`config.mk`:
```
export PLATFORM = sky130hd
export DESIGN_NAME = membus_arbiter
export DESIGN_NICKNAME = d
export VERILOG_FILES = /design/src/rtl/membus_arbiter_pkg.sv /design/src/rtl/membus_rd_return.sv /design/src/rtl/membus_arbiter.sv
export SDC_FILE = /design/constraint.sdc
export NUM_CORES = 1
export LEC_CHECK = 0
export ABC_AREA = 1
export BUFFER_PORTS_ARGS = -buffer_cell sky130_fd_sc_hd__buf_2
export CELL_PAD_IN_SITES_DETAIL_PLACEMENT = 1
export CELL_PAD_IN_SITES_GLOBAL_PLACEMENT = 1
export CORE_MARGIN = 4
export CORE_UTILIZATION = 34
export DETAILED_ROUTE_END_ITERATION = 6
export GPL_ROUTABILITY_DRIVEN = 0
export PLACE_DENSITY_LB_ADDON = 0.1
export SYNTH_ARGS = -nofsm -noshare
export SYNTH_HDL_FRONTEND = slang
export SYNTH_SLANG_ARGS = --single-unit
```
`constraint.sdc`:
```
create_clock -name clk -period 2.25 [get_ports clk]
set_clock_uncertainty 0.05 [all_clocks]
set_input_delay 0 -clock clk [delete_from_list [all_inputs] [get_ports clk]]
set_output_delay 0 -clock clk [all_outputs]
set_load 0.01 [all_outputs]
```
`src/rtl/membus_arbiter_pkg.sv`:
```
// membus_arbiter_pkg: master ids, arbitration state encoding and bus command layout
// shared by the arbiter and its read-return pipeline.
package membus_arbiter_pkg;

    localparam logic MASTER_CPU = 1'b0;
    localparam logic MASTER_AUX = 1'b1;

    localparam int BUS_ADDR_W = 32;
    localparam int BUS_DATA_W = 32;

    typedef enum logic {ARB_RR, ARB_LOCKED} arb_state_e;

    typedef struct packed {
        logic                  we;
        logic [BUS_ADDR_W-1:0] addr;
        logic [BUS_DATA_W-1:0] wdata;
    } bus_cmd_t;

endpackage

```
`src/rtl/membus_rd_return.sv`:
```
// membus_rd_return: (valid, id) shift pipeline matching the device read latency,
// steering returning read data to the master that issued the read.
module membus_rd_return
    import membus_arbiter_pkg::*;
#(
    parameter int DATA_W   = 32,
    parameter int READ_LAT = 1
) (
    input  logic              clk_i,
    input  logic              rst_ni,
    input  logic              rd_i,
    input  logic              id_i,
    input  logic [DATA_W-1:0] rdata_i,
    output logic              m0_rvalid_o,
    output logic              m1_rvalid_o,
    output logic [DATA_W-1:0] m0_rdata_o,
    output logic [DATA_W-1:0] m1_rdata_o
);

    logic              tail_v;
    logic              tail_id;
    logic [DATA_W-1:0] hold0_q;
    logic [DATA_W-1:0] hold1_q;

    generate
        if (READ_LAT == 0) begin : g_comb
            assign tail_v  = rd_i;
            assign tail_id = id_i;
        end else begin : g_pipe
            logic [READ_LAT-1:0] vld_q;
            logic [READ_LAT-1:0] id_q;
            always_ff @(posedge clk_i or negedge rst_ni) begin
                if (!rst_ni) begin
                    vld_q <= '0;
                    id_q  <= '0;
                end else begin
                    vld_q <= (vld_q << 1) | READ_LAT'(rd_i);
                    id_q  <= (id_q << 1) | READ_LAT'(id_i);
                end
            end
            assign tail_v  = vld_q[READ_LAT-1];
            assign tail_id = id_q[READ_LAT-1];
        end
    endgenerate

    // The idle master's rdata keeps showing its last returned word.
    always_comb begin
        m0_rvalid_o = tail_v && tail_id == MASTER_CPU;
        m1_rvalid_o = tail_v && tail_id == MASTER_AUX;
        m0_rdata_o  = m0_rvalid_o ? rdata_i : hold0_q;
        m1_rdata_o  = m1_rvalid_o ? rdata_i : hold1_q;
    end

    always_ff @(posedge clk_i or negedge rst_ni) begin
        if (!rst_ni) begin
            hold0_q <= '0;
            hold1_q <= '0;
        end else begin
            hold0_q <= m0_rdata_o;
            hold1_q <= m1_rdata_o;
        end
    end

endmodule

```
`src/rtl/membus_arbiter.sv`:
```
// membus_arbiter: two-master round-robin arbiter with bounded bus lock, registering
// the winning command onto the device bus and routing read data back.
module membus_arbiter
    import membus_arbiter_pkg::*;
#(
    parameter int ADDR_W   = BUS_ADDR_W,
    parameter int DATA_W   = BUS_DATA_W,
    parameter int READ_LAT = 1,
    parameter int LOCK_MAX = 16
) (
    input  logic              clk,
    input  logic              reset,
    input  logic              m0_req,
    input  logic              m0_we,
    input  logic              m0_lock,
    input  logic [ADDR_W-1:0] m0_addr,
    input  logic [DATA_W-1:0] m0_wdata,
    output logic              m0_gnt,
    output logic              m0_rvalid,
    output logic [DATA_W-1:0] m0_rdata,
    input  logic              m1_req,
    input  logic              m1_we,
    input  logic              m1_lock,
    input  logic [ADDR_W-1:0] m1_addr,
    input  logic [DATA_W-1:0] m1_wdata,
    output logic              m1_gnt,
    output logic              m1_rvalid,
    output logic [DATA_W-1:0] m1_rdata,
    output logic              Device_Read,
    output logic              Device_Write,
    output logic [ADDR_W-1:0] MemBus_Address,
    output logic [DATA_W-1:0] MemBus_Write_Data,
    input  logic [DATA_W-1:0] Device_Read_Data
);

    localparam int CW = $clog2(LOCK_MAX + 1);

    arb_state_e        state_q, state_d;
    logic              owner_q, owner_d;
    logic              last_q, last_d;
    logic [CW-1:0]     cnt_q, cnt_d, cnt_inc;
    logic              lk, acc, win, win_lock, stay, enter;
    bus_cmd_t          cmd;
    logic              dev_rd_q, dev_wr_q, id_q;
    logic [ADDR_W-1:0] addr_q;
    logic [DATA_W-1:0] wdata_q;

    always_comb begin
        lk       = state_q == ARB_LOCKED;
        m0_gnt   = reset && m0_req && (lk ? owner_q == MASTER_CPU : (!m1_req || last_q == MASTER_AUX));
        m1_gnt   = reset && m1_req && (lk ? owner_q == MASTER_AUX : (!m0_req || last_q == MASTER_CPU));
        acc      = m0_gnt || m1_gnt;
        win      = m1_gnt ? MASTER_AUX : MASTER_CPU;
        cmd      = m1_gnt ? bus_cmd_t'{we: m1_we, addr: m1_addr, wdata: m1_wdata}
                          : bus_cmd_t'{we: m0_we, addr: m0_addr, wdata: m0_wdata};
        win_lock = m1_gnt ? m1_lock : m0_lock;
        cnt_inc  = cnt_q + 1'b1;
        // The accept that makes the count reach LOCK_MAX-1 is the owner's last one.
        stay     = acc && win_lock && cnt_inc < CW'(LOCK_MAX - 1);
        enter    = acc && win_lock && LOCK_MAX > 1;
        state_d  = lk ? (stay ? ARB_LOCKED : ARB_RR) : (enter ? ARB_LOCKED : ARB_RR);
        owner_d  = lk ? owner_q : win;
        cnt_d    = (lk && stay) ? cnt_inc : '0;
        last_d   = acc ? win : last_q;
    end

    always_ff @(posedge clk or negedge reset) begin
        if (!reset) begin
            state_q  <= ARB_RR;
            owner_q  <= MASTER_CPU;
            last_q   <= MASTER_AUX;
            cnt_q    <= '0;
            dev_rd_q <= 1'b0;
            dev_wr_q <= 1'b0;
            id_q     <= MASTER_CPU;
            addr_q   <= '0;
            wdata_q  <= '0;
        end else begin
            state_q  <= state_d;
            owner_q  <= owner_d;
            last_q   <= last_d;
            cnt_q    <= cnt_d;
            dev_rd_q <= acc && !cmd.we;
            dev_wr_q <= acc && cmd.we;
            if (acc) begin
                id_q    <= win;
                addr_q  <= cmd.addr;
                wdata_q <= cmd.wdata;
            end
        end
    end

    assign Device_Read       = dev_rd_q;
    assign Device_Write      = dev_wr_q;
    assign MemBus_Address    = addr_q;
    assign MemBus_Write_Data = wdata_q;

    membus_rd_return #(
        .DATA_W  (DATA_W),
        .READ_LAT(READ_LAT)
    ) u_rd_return (
        .clk_i      (clk),
        .rst_ni     (reset),
        .rd_i       (dev_rd_q),
        .id_i       (id_q),
        .rdata_i    (Device_Read_Data),
        .m0_rvalid_o(m0_rvalid),
        .m1_rvalid_o(m1_rvalid),
        .m0_rdata_o (m0_rdata),
        .m1_rdata_o (m1_rdata)
    );

endmodule

```
# Word level (Yosys, flattened, before mapping)
# Index checks and enable logic that the tools add are counted.
# op_classes
add_sub_neg,1
mul,0
n_div,0
magnitude_cmp,1
n_eq_ne,0
n_shift,0
muxes,11
bitwise,3
reduce_logical,17
# ops
cell,count
2-to-1 mux 65 bit,1
2-to-1 mux 32 bit,2
logical AND 1 bit,11
2-to-1 mux 1 bit,7
"adder 5 x 1 -> 5 bit, second input constant",1
"< comparator 5 x 4 -> 1 bit, second input constant",1
2-to-1 mux 5 bit,1
zero test 1 bit,3
logical OR 1 bit,3
inverter 1 bit,3
# word_totals
ff_bits,141
latch_bits,0
ramBits,0
mem_bits_ro,0
input_bits,168
mem_count,0

# Depth between registers and ports, before layout
# depth
word_depth,9
mapped_depth,9
mapped_depth_nobuf,9

# Cells and area by module
# Synthesis repeated with hierarchy kept, for this count alone.
# hier_totals
hier_cells,692
area_unflattened_um2,5958.2
# modules_own_cells
module,n_inst,cells_each,area_per_inst_um2,seq_area_each_um2
membus_arbiter,1,409,3350.7,1878.1
membus_rd_return,1,283,2607.5,1651.6

# Worst setup path before layout
# Ideal clock, no wire load.
# synth_path
kind,reg2reg
startpoint,register u_rd_return.g_pipe.id_q
endpoint,register u_rd_return.hold0_q[29]
t_arrival_ns,1.260
slack_ns,0.792
path_stages_with_launch,5
n_path_buf,1
cell_sequence,dfrtp_1 nor2_1 inv_2 clkbuf_1 o21ai_0
# synth_via
elab_chain_len,3
# synth_rtl
item,line_no,rtl
start: declaration,membus_rd_return.sv:31,logic [READ_LAT-1:0] id_q;
start signal: assignment,membus_rd_return.sv:38,id_q <= (id_q << 1) | READ_LAT'(id_i);
inverter 1 bit,membus_rd_return.sv:48,m0_rvalid_o = tail_v && tail_id == MASTER_CPU;
logical AND 1 bit,membus_rd_return.sv:48,
net m0_rvalid,membus_arbiter.sv:19,"output logic m0_rvalid,"
2-to-1 mux 32 bit,membus_rd_return.sv:50,m0_rdata_o = m0_rvalid_o ? rdata_i : hold0_q;
net m0_rdata[29],membus_arbiter.sv:20,"output logic [DATA_W-1:0] m0_rdata,"
end signal: assignment,membus_rd_return.sv:59,hold0_q <= m0_rdata_o;
end: declaration,membus_rd_return.sv:22,logic [DATA_W-1:0] hold0_q;
# The timed path passes the listed nets, and every way through them passes these cells.
# A chain may end at the register's enable or synchronous reset.

# Final worst setup path
# layout_path
startpoint,register last_q
endpoint,"register wdata_q[29], in the netlist MemBus_Write_Data[29]"
# layout_via
elab_chain_len,5
word_cells_on_any_way,9
# layout_rtl
item,line_no,rtl
start: declaration,membus_arbiter.sv:40,"logic last_q, last_d;"
start signal: assignment,membus_arbiter.sv:81,last_q <= last_d;
inverter 1 bit,membus_arbiter.sv:51,m1_gnt = reset && m1_req && (lk ? owner_q == MASTER_AUX : (!m0_req || last_q == MASTER_CPU));
logical OR 1 bit,membus_arbiter.sv:51,
2-to-1 mux 1 bit,membus_arbiter.sv:51,
logical AND 1 bit,membus_arbiter.sv:51,
2-to-1 mux 65 bit or logical OR 1 bit (tied branches),"membus_arbiter.sv:54, membus_arbiter.sv:52",
end signal: assignment,membus_arbiter.sv:88,wdata_q <= cmd.wdata;
end: declaration,membus_arbiter.sv:46,logic [DATA_W-1:0] wdata_q;
# Parallel ways exist; a longest one is shown, timed or not.

==> results.toml <==
[pwr]
pwr-share-seq_pct = 36.9
power.internal_mw = 6.73
p_sw_share_pct = 33.9
pwr-share-comb_pct = 34.6
p_leak_nw = 5.27
ir_drop_v = 0.000540
p_per_area_nw_per_um2 = 1030
p_sw_mw = 3.45
p_clk_share_pct = 28.5

[clock_network]
root_buffer = "clkbuf_16"
ctsHtreeMaxLevel = 4
clock_latency_ps = 420
cts_tree = "built"
cts_sinks = 141
post-cts-setup-buffers = 0
clockBufferDepth = 2
cts_buffers = 17
clk_pin_slew_worst_paths_ps = 60

[synth]
synth.top_cell.area_share_pct = 60.9
synth_top_area_cell = "dfrtp_1"
ys_seq_area_share_pct = 61.4
synthTopCellsByArea = "dfrtp_1 (61%), nand2_1 (18%), nand3_1 (5.9%), o21ai_0 (5.7%), inv_1 (2.9%)"
synthesis.area_um2 = 5750
ys_ff_latch = 141
synth-edff-count = 0
ys_warn_count = 0
synth_common_cells = "nand2_1 (277), dfrtp_1 (140), nand3_1 (68)"
synth_cell_type_count = 20
synth_flop_cell = "dfrtp_1"
yosysMostFrequentCell = "nand2_1"
synthArstFlopShare_pct = 100
syn_inst = 653
avgSynthCellArea_um2 = 8.81
syn_nets = 822

[placement]
dpl.hpwl_um = 14900
dp.cells = 1149
io_buffer_count = 301

[min_path]
hold_start = "m1_lock"
min_path_type = "input port to flop"

[route]
vias = 6478
wirelength_um = 24900
drt_iter0_drc = 205
wl_per_cell_um = 18.4
dr.pass1.iters = 4
drc_errors = 0
ant_nets = 0
via_per_inst = 4.78

[global_routing]
grt_max_degree = 141
grt_overflow_total = 0
met3_usage_pct = 6.39
track_usage_pct = 25.4
use_met2_pct = 45.5
met1_usage_pct = 28.6
grt_pass1_wl_um = 39200
gr-max-usage-layer = "met2"
antenna_found_initial = 1
grt_pass1_vias = 7364

[cells_and_area]
drive_gt1_share_pct = 31.5
area_growth_pct = 71.3
final_cell_count_no_fill = 1354
final_nets = 1289
fill_cells = 1969

[sta]
finalSetupTns_ps = 0
maxSlewHeadroom_pct = 49.9
worst_pin_slew_ps = 752
slew_violations = 0
fmax_ghz = 0.461
finalCritPeriodShare_pct = 96.4
rsz0062_at_grt = "false"
finalHoldViolations = 0
fin_crit_ps = 2170
finalSetupViolCount = 0

[die]
io_pins = 302
die_h_um = 138
die_w_um = 138
initial_core_util_pct = 34.7
die_area_um2 = 19100
rows = 47
core_um2 = 16600

[run]
cap_violations = 0

[critical_path]
setup.worst_path.start = "last_q"
worst-path-max-fanout = 27
crit_path_start_kind = "flop"
crit_type = "flop to flop"
rr_worst_depth = 9
r2r_start = "last_q"
cp.arrival_ps = 2410
critPathRequiredTime_ps = 2490
reg2reg_slack_ps = 80
rr_endpoint = "MemBus_Write_Data[29]"
cp-end-kind = "flop"
crit_end = "MemBus_Write_Data[29]"

[status]
status = "finished clean"
through the flow:
| step | area [µm²] | utilization [%] | hold slack, ps | worst slack (ps) | power (mW) |
|---|---|---|---|---|---|
| floorplan | 5750 | - | -346 | 792 | 5.12 |
| global placement | 7440 | 44.8 | -263 | 660 | 6.49 |
| detailed placement | 7440 | 44.8 | -261 | 580 | 6.63 |
| CTS | 9740 | 58.7 | 55.2 | 25.7 | 10.1 |
| global route | 9850 | 59.4 | 94.4 | 8.27 | 10.8 |
| finish | 9850 | 59.4 | 87.4 | 81.4 | 10.2 |
worst min path at each step:
stage / slack (ps) / cells after the start / end
finish: 90 / 5 / cnt_q[1]
global route: 90 / 5 / cnt_q[1]
CTS: 60 / 5 / cnt_q[1]
detailed placement: -260 / 1 / MemBus_Write_Data[0]
global placement: -260 / 1 / MemBus_Write_Data[0]
floorplan: -350 / 0 / Device_Read
final cells by class:
type / count / area, µm² / share of cell area, %
Sequential cell: 141 / 3530 / 35.8
Timing Repair Buffer: 482 / 3410 / 34.6
Multi-Input combinational cell: 431 / 1830 / 18.6
Clock buffer: 19 / 443 / 4.50
Tap cell: 220 / 275 / 2.79
Inverter: 47 / 189 / 1.92
Clock inverter: 13 / 166 / 1.69
Antenna cell: 1 / 2.50 / 0.0254
cells by family after synthesis:
logic type               count (synthesis)  share of synthesized area [%]
AND/OR/NAND/NOR                        360                           25.3
flip-flops                             141                           61.4
buffers and inverters                   81                           6.92
AO/OA/AOI/OAI                           68                           5.92
XOR/XNOR                                 1                          0.152
adder cells (fa/ha/maj)                  1                          0.218
other                                    1                         0.0652
power by group through the flow:
stage	combinational [mW]	sequential (mW)	clock [mW]
finish	3.53	3.76	2.90
global route	3.86	3.84	3.09
CTS	3.40	3.75	2.95
detailed placement	2.85	3.78	0
global placement	2.75	3.74	0
floorplan	1.30	3.82	0
state kept, by name, summed over array words and instances, names as in the netlist:
register	count
u_rd_return.hold1_q	32
u_rd_return.g_pipe.vld_q	1
MemBus_Address	32
MemBus_Write_Data	32
u_rd_return.hold0_q	32
lk	1
id_q	1
Device_Read	1
u_rd_return.g_pipe.id_q	1
Device_Write	1
owner_q	1
last_q	1
cnt_q	5
placed cells by master (no fill, tap or decap), types with 2 or more instances in the layout:
master         instances
buf_2                300
nand2_1              274
dlygate4sd3_1        169
dfrtp_1              139
nand3_1               68
o21ai_0               66
inv_1                 42
clkbuf_16             20
nor2_1                10
buf_4                  5
clkinv_4               4
nand2_2                3
bufinv_16              3
clkinvlp_4             3
inv_2                  2
inv_4                  2
nand3_2                2
clkinv_2               2
buf_12                 2
buf_16                 2
metal layers:
layer | vias to the layer above | routed length (µm)
met5 | - | 0
met4 | 0 | 917
met3 | 65 | 1350
met2 | 267 | 13000
met1 | 3159 | 9620
li1 | 2987 | -
what timing repair did:
action / CTS / global route
endpoints found under the setup margin: 0 / 53
resized for setup: 0 / 13
hold buffers: 169 / 0
endpoints found under the hold margin: 274 / 0
worst max-delay path, cell delays in order (launching register included):
cell           delay, ps
dfstp_2              540
inv_1                 60
nand3_1              120
nand2_2              110
nand2_2              130
inv_8                 80
buf_12               170
nand2_1               80
nand3_1              100
dlygate4sd3_1        590
Note: power is estimated with default switching activity, not from simulation.
